==> src/rtl/inst_mem_responder.sv <==
// Instruction-bus slave that serves reads from a synchronous single-port SRAM.
// It inserts WAIT_STATES cycles before each SRAM access and faults misaligned or
// out-of-range addresses. A one-entry response buffer lets a repeated read of
// the same word complete with zero wait.
//
// Ports:
//   i_clock, i_reset  clock (rising edge) and asynchronous active-low reset
//   i_addr, i_re      bus byte address and read request
//   o_inst, o_busy    read data; valid when i_re=1 and o_busy=0
//   o_fault           qualifies o_inst: the access faulted
//   i_flush           one-cycle pulse that invalidates the response buffer
//   o_mem_en          registered SRAM read enable
//   o_mem_addr        registered SRAM word index
//   i_mem_rdata       SRAM read data, one cycle after o_mem_en
module inst_mem_responder #(
  parameter int unsigned                ADDR_WIDTH  = 32,
  parameter int unsigned                DATA_WIDTH  = 32,
  parameter int unsigned                DEPTH_LOG2  = 12,
  parameter logic [ADDR_WIDTH-1:0]      BASE_ADDR   = '0,
  parameter int unsigned                WAIT_STATES = 2,
  parameter logic [DATA_WIDTH-1:0]      FAULT_INST  = '0
) (
  input  logic                  i_clock,
  input  logic                  i_reset,
  input  logic [ADDR_WIDTH-1:0] i_addr,
  input  logic                  i_re,
  output logic [DATA_WIDTH-1:0] o_inst,
  output logic                  o_busy,
  output logic                  o_fault,
  input  logic                  i_flush,
  output logic                  o_mem_en,
  output logic [DEPTH_LOG2-1:0] o_mem_addr,
  input  logic [DATA_WIDTH-1:0] i_mem_rdata
);

  typedef enum logic [1:0] {StIdle, StWait, StIssue, StCapt} state_e;

  // One extra bit so BASE_ADDR + size cannot wrap.
  localparam logic [ADDR_WIDTH:0] BaseExt  = {1'b0, BASE_ADDR};
  localparam logic [ADDR_WIDTH:0] LimitExt =
      BaseExt + ((ADDR_WIDTH+1)'(1) << (DEPTH_LOG2 + 2));

  state_e                state_q, state_d;
  logic [3:0]            cnt_q, cnt_d;
  logic [ADDR_WIDTH-1:0] req_addr_q, req_addr_d;
  logic                  buf_valid_q, buf_valid_d;
  logic [DATA_WIDTH-1:0] buf_data_q, buf_data_d;
  logic [ADDR_WIDTH-1:0] buf_addr_q, buf_addr_d;
  logic                  buf_fault_q, buf_fault_d;
  logic                  mem_en_q, mem_en_d;
  logic [DEPTH_LOG2-1:0] mem_addr_q, mem_addr_d;

  logic                  hit;
  logic                  addr_fault;
  logic [ADDR_WIDTH:0]   addr_ext;

  assign addr_ext   = {1'b0, i_addr};
  assign addr_fault = (|i_addr[1:0]) || (addr_ext < BaseExt) || (addr_ext >= LimitExt);
  assign hit        = buf_valid_q && (buf_addr_q == i_addr);

  assign o_busy     = i_re && !((state_q == StIdle) && hit);
  assign o_inst     = buf_data_q;
  assign o_fault    = i_re && !o_busy && buf_fault_q;
  assign o_mem_en   = mem_en_q;
  assign o_mem_addr = mem_addr_q;

  always_comb begin
    state_d     = state_q;
    cnt_d       = cnt_q;
    req_addr_d  = req_addr_q;
    buf_valid_d = buf_valid_q;
    buf_data_d  = buf_data_q;
    buf_addr_d  = buf_addr_q;
    buf_fault_d = buf_fault_q;
    mem_en_d    = 1'b0;
    mem_addr_d  = mem_addr_q;

    unique case (state_q)
      StIdle: begin
        if (i_re && !hit) begin
          req_addr_d = i_addr;
          if (addr_fault) begin
            // Faults are answered from the buffer without touching the SRAM.
            buf_data_d  = FAULT_INST;
            buf_fault_d = 1'b1;
            buf_addr_d  = i_addr;
            buf_valid_d = 1'b1;
          end else if (WAIT_STATES > 0) begin
            cnt_d   = 4'(WAIT_STATES - 1);
            state_d = StWait;
          end else begin
            state_d = StIssue;
          end
        end
      end
      StWait: begin
        if (cnt_q == 4'd0) begin
          state_d = StIssue;
        end else begin
          cnt_d = cnt_q - 4'd1;
        end
      end
      StIssue: begin
        state_d = StCapt;
      end
      StCapt: begin
        buf_data_d  = i_mem_rdata;
        buf_addr_d  = req_addr_q;
        buf_fault_d = 1'b0;
        buf_valid_d = 1'b1;
        state_d     = StIdle;
      end
      default: begin
        state_d = StIdle;
      end
    endcase

    // SRAM strobe is registered on entry to ISSUE so it is high during ISSUE.
    if ((state_d == StIssue) && (state_q != StIssue)) begin
      mem_en_d   = 1'b1;
      mem_addr_d = DEPTH_LOG2'((req_addr_d - BASE_ADDR) >> 2);
    end

    // Flush beats any simultaneous fill; a pending request then misses again.
    if (i_flush) begin
      buf_valid_d = 1'b0;
    end
  end

  always_ff @(posedge i_clock or negedge i_reset) begin
    if (!i_reset) begin
      state_q     <= StIdle;
      cnt_q       <= '0;
      req_addr_q  <= '0;
      buf_valid_q <= 1'b0;
      buf_data_q  <= '0;
      buf_addr_q  <= '0;
      buf_fault_q <= 1'b0;
      mem_en_q    <= 1'b0;
      mem_addr_q  <= '0;
    end else begin
      state_q     <= state_d;
      cnt_q       <= cnt_d;
      req_addr_q  <= req_addr_d;
      buf_valid_q <= buf_valid_d;
      buf_data_q  <= buf_data_d;
      buf_addr_q  <= buf_addr_d;
      buf_fault_q <= buf_fault_d;
      mem_en_q    <= mem_en_d;
      mem_addr_q  <= mem_addr_d;
    end
  end

endmodule

==> config.mk <==
export PLATFORM = sky130hd
export DESIGN_NAME = inst_mem_responder
export DESIGN_NICKNAME = d
export VERILOG_FILES = /design/src/rtl/inst_mem_responder.sv
export SDC_FILE = /design/constraint.sdc
export NUM_CORES = 1
export LEC_CHECK = 0
export CORE_MARGIN = 4
export CORE_UTILIZATION = 39
export DETAILED_ROUTE_END_ITERATION = 10
export SETUP_SLACK_MARGIN = 0.15
export SYNTH_ARGS = -nofsm -noshare
export SYNTH_HDL_FRONTEND = slang
export SYNTH_SLANG_ARGS = --single-unit
==> constraint.sdc <==
create_clock -name i_clock -period 4.15 [get_ports i_clock]
set_clock_uncertainty 0.05 [all_clocks]
set_input_delay 0.83 -clock i_clock [delete_from_list [all_inputs] [get_ports i_clock]]
set_output_delay 0.83 -clock i_clock [all_outputs]
set_load 0.005 [all_outputs]
==> impl_results.md <==
- Status: finished clean
- Multi-input logic area: 0.00236 sq mm
- First-pass GRT wire length: 24600 um
- Post-synth EDFFs: 0
- Maximum VDD drop: 0.380 mV
- Rows: 42
- Area added between synthesis and finish: 41.3%
- Nets@finish: 762
- Crit path max fanout: 4
- All-Layer GR Usage: 0.195
- Most common cell after layout, fill and taps aside: dfrtp_1
- Number of synthesized register bits: 117
- Asr flop ratio synth: 1.00
- RSZ-0062 raised after global routing: no
- Worst Max-Slew Pin Slew: 1.14 ns
- Sink Count: 117
- Wirelength, routed: 15200 um
- R2R depth: 8
- Residual DRC: 0
- Worst r2r src: buf_addr_q[15]$_DFFE_PN0P_
- Yosys Warn Count: 0
- FMAX: 0.255 GHz
- Reg clk slew, reported paths: 0.05 ns
- Critical Path AT: 3.05 ns
- Mapped Nets: 620
- Fin. max-slew vios: 0
- Synth Cell Area: 0.00545 sq mm
- Layout Cells excl Fill: 881
- CTS tree: yes
- CP Launch Type: input port
- Syn Inst Count: 550
- CP cell instances: dlygate4sd2_1 -> xor2_1 -> or4_1 -> or4_4 -> buf_4 -> nor4_4 -> buf_4 -> nor2_1 -> dlygate4sd2_1
- Min-delay src: cnt_q[0]$_DFFE_PN0P_
- Clock tree buffer depth: 2
- Die Ht: 126 um
- Routed length per instance: 17.3 um
- # hold bufs at CTS: 0
- Max-cap violations: 0
- FF+latch area: 0.00293 sq mm
- Clk Latency, worst-skew pair: 0.41 ns
- Number of I/O pins: 115
- CTS buffer count: 17
- Antenna-violating nets left: 0
- Synth cell types: 43
- Root Buffer: clkbuf_16
- # setup viols final: 0
- Sequential share of the synthesized area: 0.537
- WP data required: 3.27 ns
- Via density: 5.32
- Post-DP HPWL: 10100 um
- Die ar.: 0.0159 sq mm
- Seq pwr share: 0.360
- Synth Flop Type: dfrtp_1
- DIE WIDTH: 126 um
- Slew HR: 0.240
- Power density over the cells: 702 mW/mm^2
- Gr ovfl total: 0
- Max H-tree Level: 4
- Vias in the first global route: 4728
- Hold WC Path Type: reg -> reg
- Vias: 4685
- Layout cells sized above 1: 0.172
- Reg2Reg Capture Point: req_addr_q[14]$_DFFE_PN0P_
- First-pass DRT Iterations: 5
- Critical-path top delay cell: or4_1
- Share of total power in the clock network: 0.255
- Power, Total: 5.41 mW
- Pint: 3.57 mW
- WHS Path Cells: 2
- Hold Path End: cnt_q[0]$_DFFE_PN0P_
- Post-Place Cells: 849
- Sw Ratio: 0.340
- Most frequent cells in the layout: dfrtp_1, nand2_1, clkdlybuf4s50_1
- Final core occ: 0.572
- Core area: 0.0135 sq mm
- Largest net degree at the start of global routing: 73
- Final period util: 0.946
- Final GP Congestion: 0.800
- Setup TNS: 0 ns
- Reg2Reg Setup Slack: 0.91 ns
- Mean area per synthesized cell: 9.90 sq um
- Hold Fails Final Rpt: 0
- Initial Utilization: 0.405
- Initial antenna violation count: 0
- Port bufs: 114
- Antenna diodes: 0
- Fill cell count: 1233
- Leak: 3.51 nW
- Switch Pwr: 1.84 mW
- CP Class: in -> out
- Minimum clock period: 3.93 ns
- Starting DRT DRC Count: 345
- Combinational power share: 0.385
- Worst setup EP type: primary output
- CP max stage delay: 0.52 ns
[power groups by stage]
stage          logic (mW)  registers [mW]  clock network (mW)
4_1_cts              2.09            1.94                1.41
3_3_place_gp         2.00            1.92                   0
5_1_grt              2.30            2.00                1.46
2_1_floorplan        1.23            1.89                   0
3_5_place_dp         2.06            1.95                   0
6_report             2.08            1.94                1.38
[through the flow]
stage	area, sq um	setup slack [ns]	hold WS [ns]
floorplan	5450	0.393	0.389
global route	7700	0.151	0.442
finish	7700	0.225	0.424
CTS	7650	0.155	0.427
global placement	7050	-0.398	0.408
detailed placement	7050	-0.406	0.414
[cell families after synthesis]
logic type,Yosys count,synth area share
simple gates,215,0.182
flops,117,0.537
compound gates,101,0.133
buf+inv,62,0.0482
xor+xnor,31,0.0498
mux,22,0.0450
fa+ha+maj,2,0.00459
[routing by layer]
layer / vias to the layer above / GRT usage / wire, um
met5: - / 0 / 0
met4: 0 / 0.0580 / 203
met3: 17 / 0.0584 / 668
met2: 125 / 0.315 / 7650
met1: 2325 / 0.254 / 6690
li1: 2218 / - / -
[worst max path at each step]
stage | start | to | slack (ns) | depth (start not counted)
4_1_cts | i_addr[27] | o_fault | 0.15 | 7
3_3_place_gp | i_addr[15] | o_fault | -0.40 | 7
3_5_place_dp | i_addr[15] | o_fault | -0.41 | 7
2_1_floorplan | i_addr[0] | o_fault | 0.39 | 7
6_report | i_addr[15] | o_busy | 0.22 | 9
5_1_grt | i_addr[0] | o_busy | 0.15 | 9
[sequential cells by signal, summed over array words and instances, names as in the netlist]
signal / count
req_addr_q: 32
o_mem_addr: 12
buf_fault_q: 1
state_q: 2
cnt_q: 4
o_mem_en: 1
o_inst: 32
buf_valid_q: 1
buf_addr_q: 32
[timing repair]
item,4_1_cts,5_1_grt
pin swaps,1,5
endpoints found under the hold margin,0,0
resized for setup,16,14
buffers inserted,0,0
setup endpoints to repair,2,2
[critical path: cells and delay by family]
| family | cells | cell delay (ns) |
|---|---|---|
| buffers and inverters | 4 | 0.86 |
| XOR/XNOR | 1 | 0.18 |
| AND/OR/NAND/NOR | 4 | 1.18 |
[synth_stat cells (all sizes together) (2+ instances only)]
cell type / instances / share of area
xnor2: 19 / 0.031
nand2: 100 / 0.069
nor2: 25 / 0.017
xor2: 12 / 0.019
mux2: 20 / 0.041
o31ai: 14 / 0.027
ha: 2 / 0.0046
inv: 22 / 0.015
nor4: 10 / 0.011
o21ai: 13 / 0.012
a22oi: 12 / 0.017
a21oi: 23 / 0.021
nand4: 8 / 0.0092
and2: 2 / 0.0023
nand2b: 8 / 0.0092
buf: 16 / 0.017
or4: 6 / 0.0090
dfrtp: 117 / 0.54
a32oi: 20 / 0.032
a31oi: 12 / 0.014
clkbuf: 24 / 0.017
nand3: 48 / 0.044
or3: 2 / 0.0032
mux2i: 2 / 0.0037
[final cells by class]
class	count	share of cell area
Clock inverter	3	0.00520
Clock buffer	29	0.0676
Inverter	22	0.0107
Timing Repair Buffer	163	0.201
Multi-Input combinational cell	371	0.306
Sequential cell	117	0.380
Tap cell	176	0.0286
(Power assumes the default switching activity.)
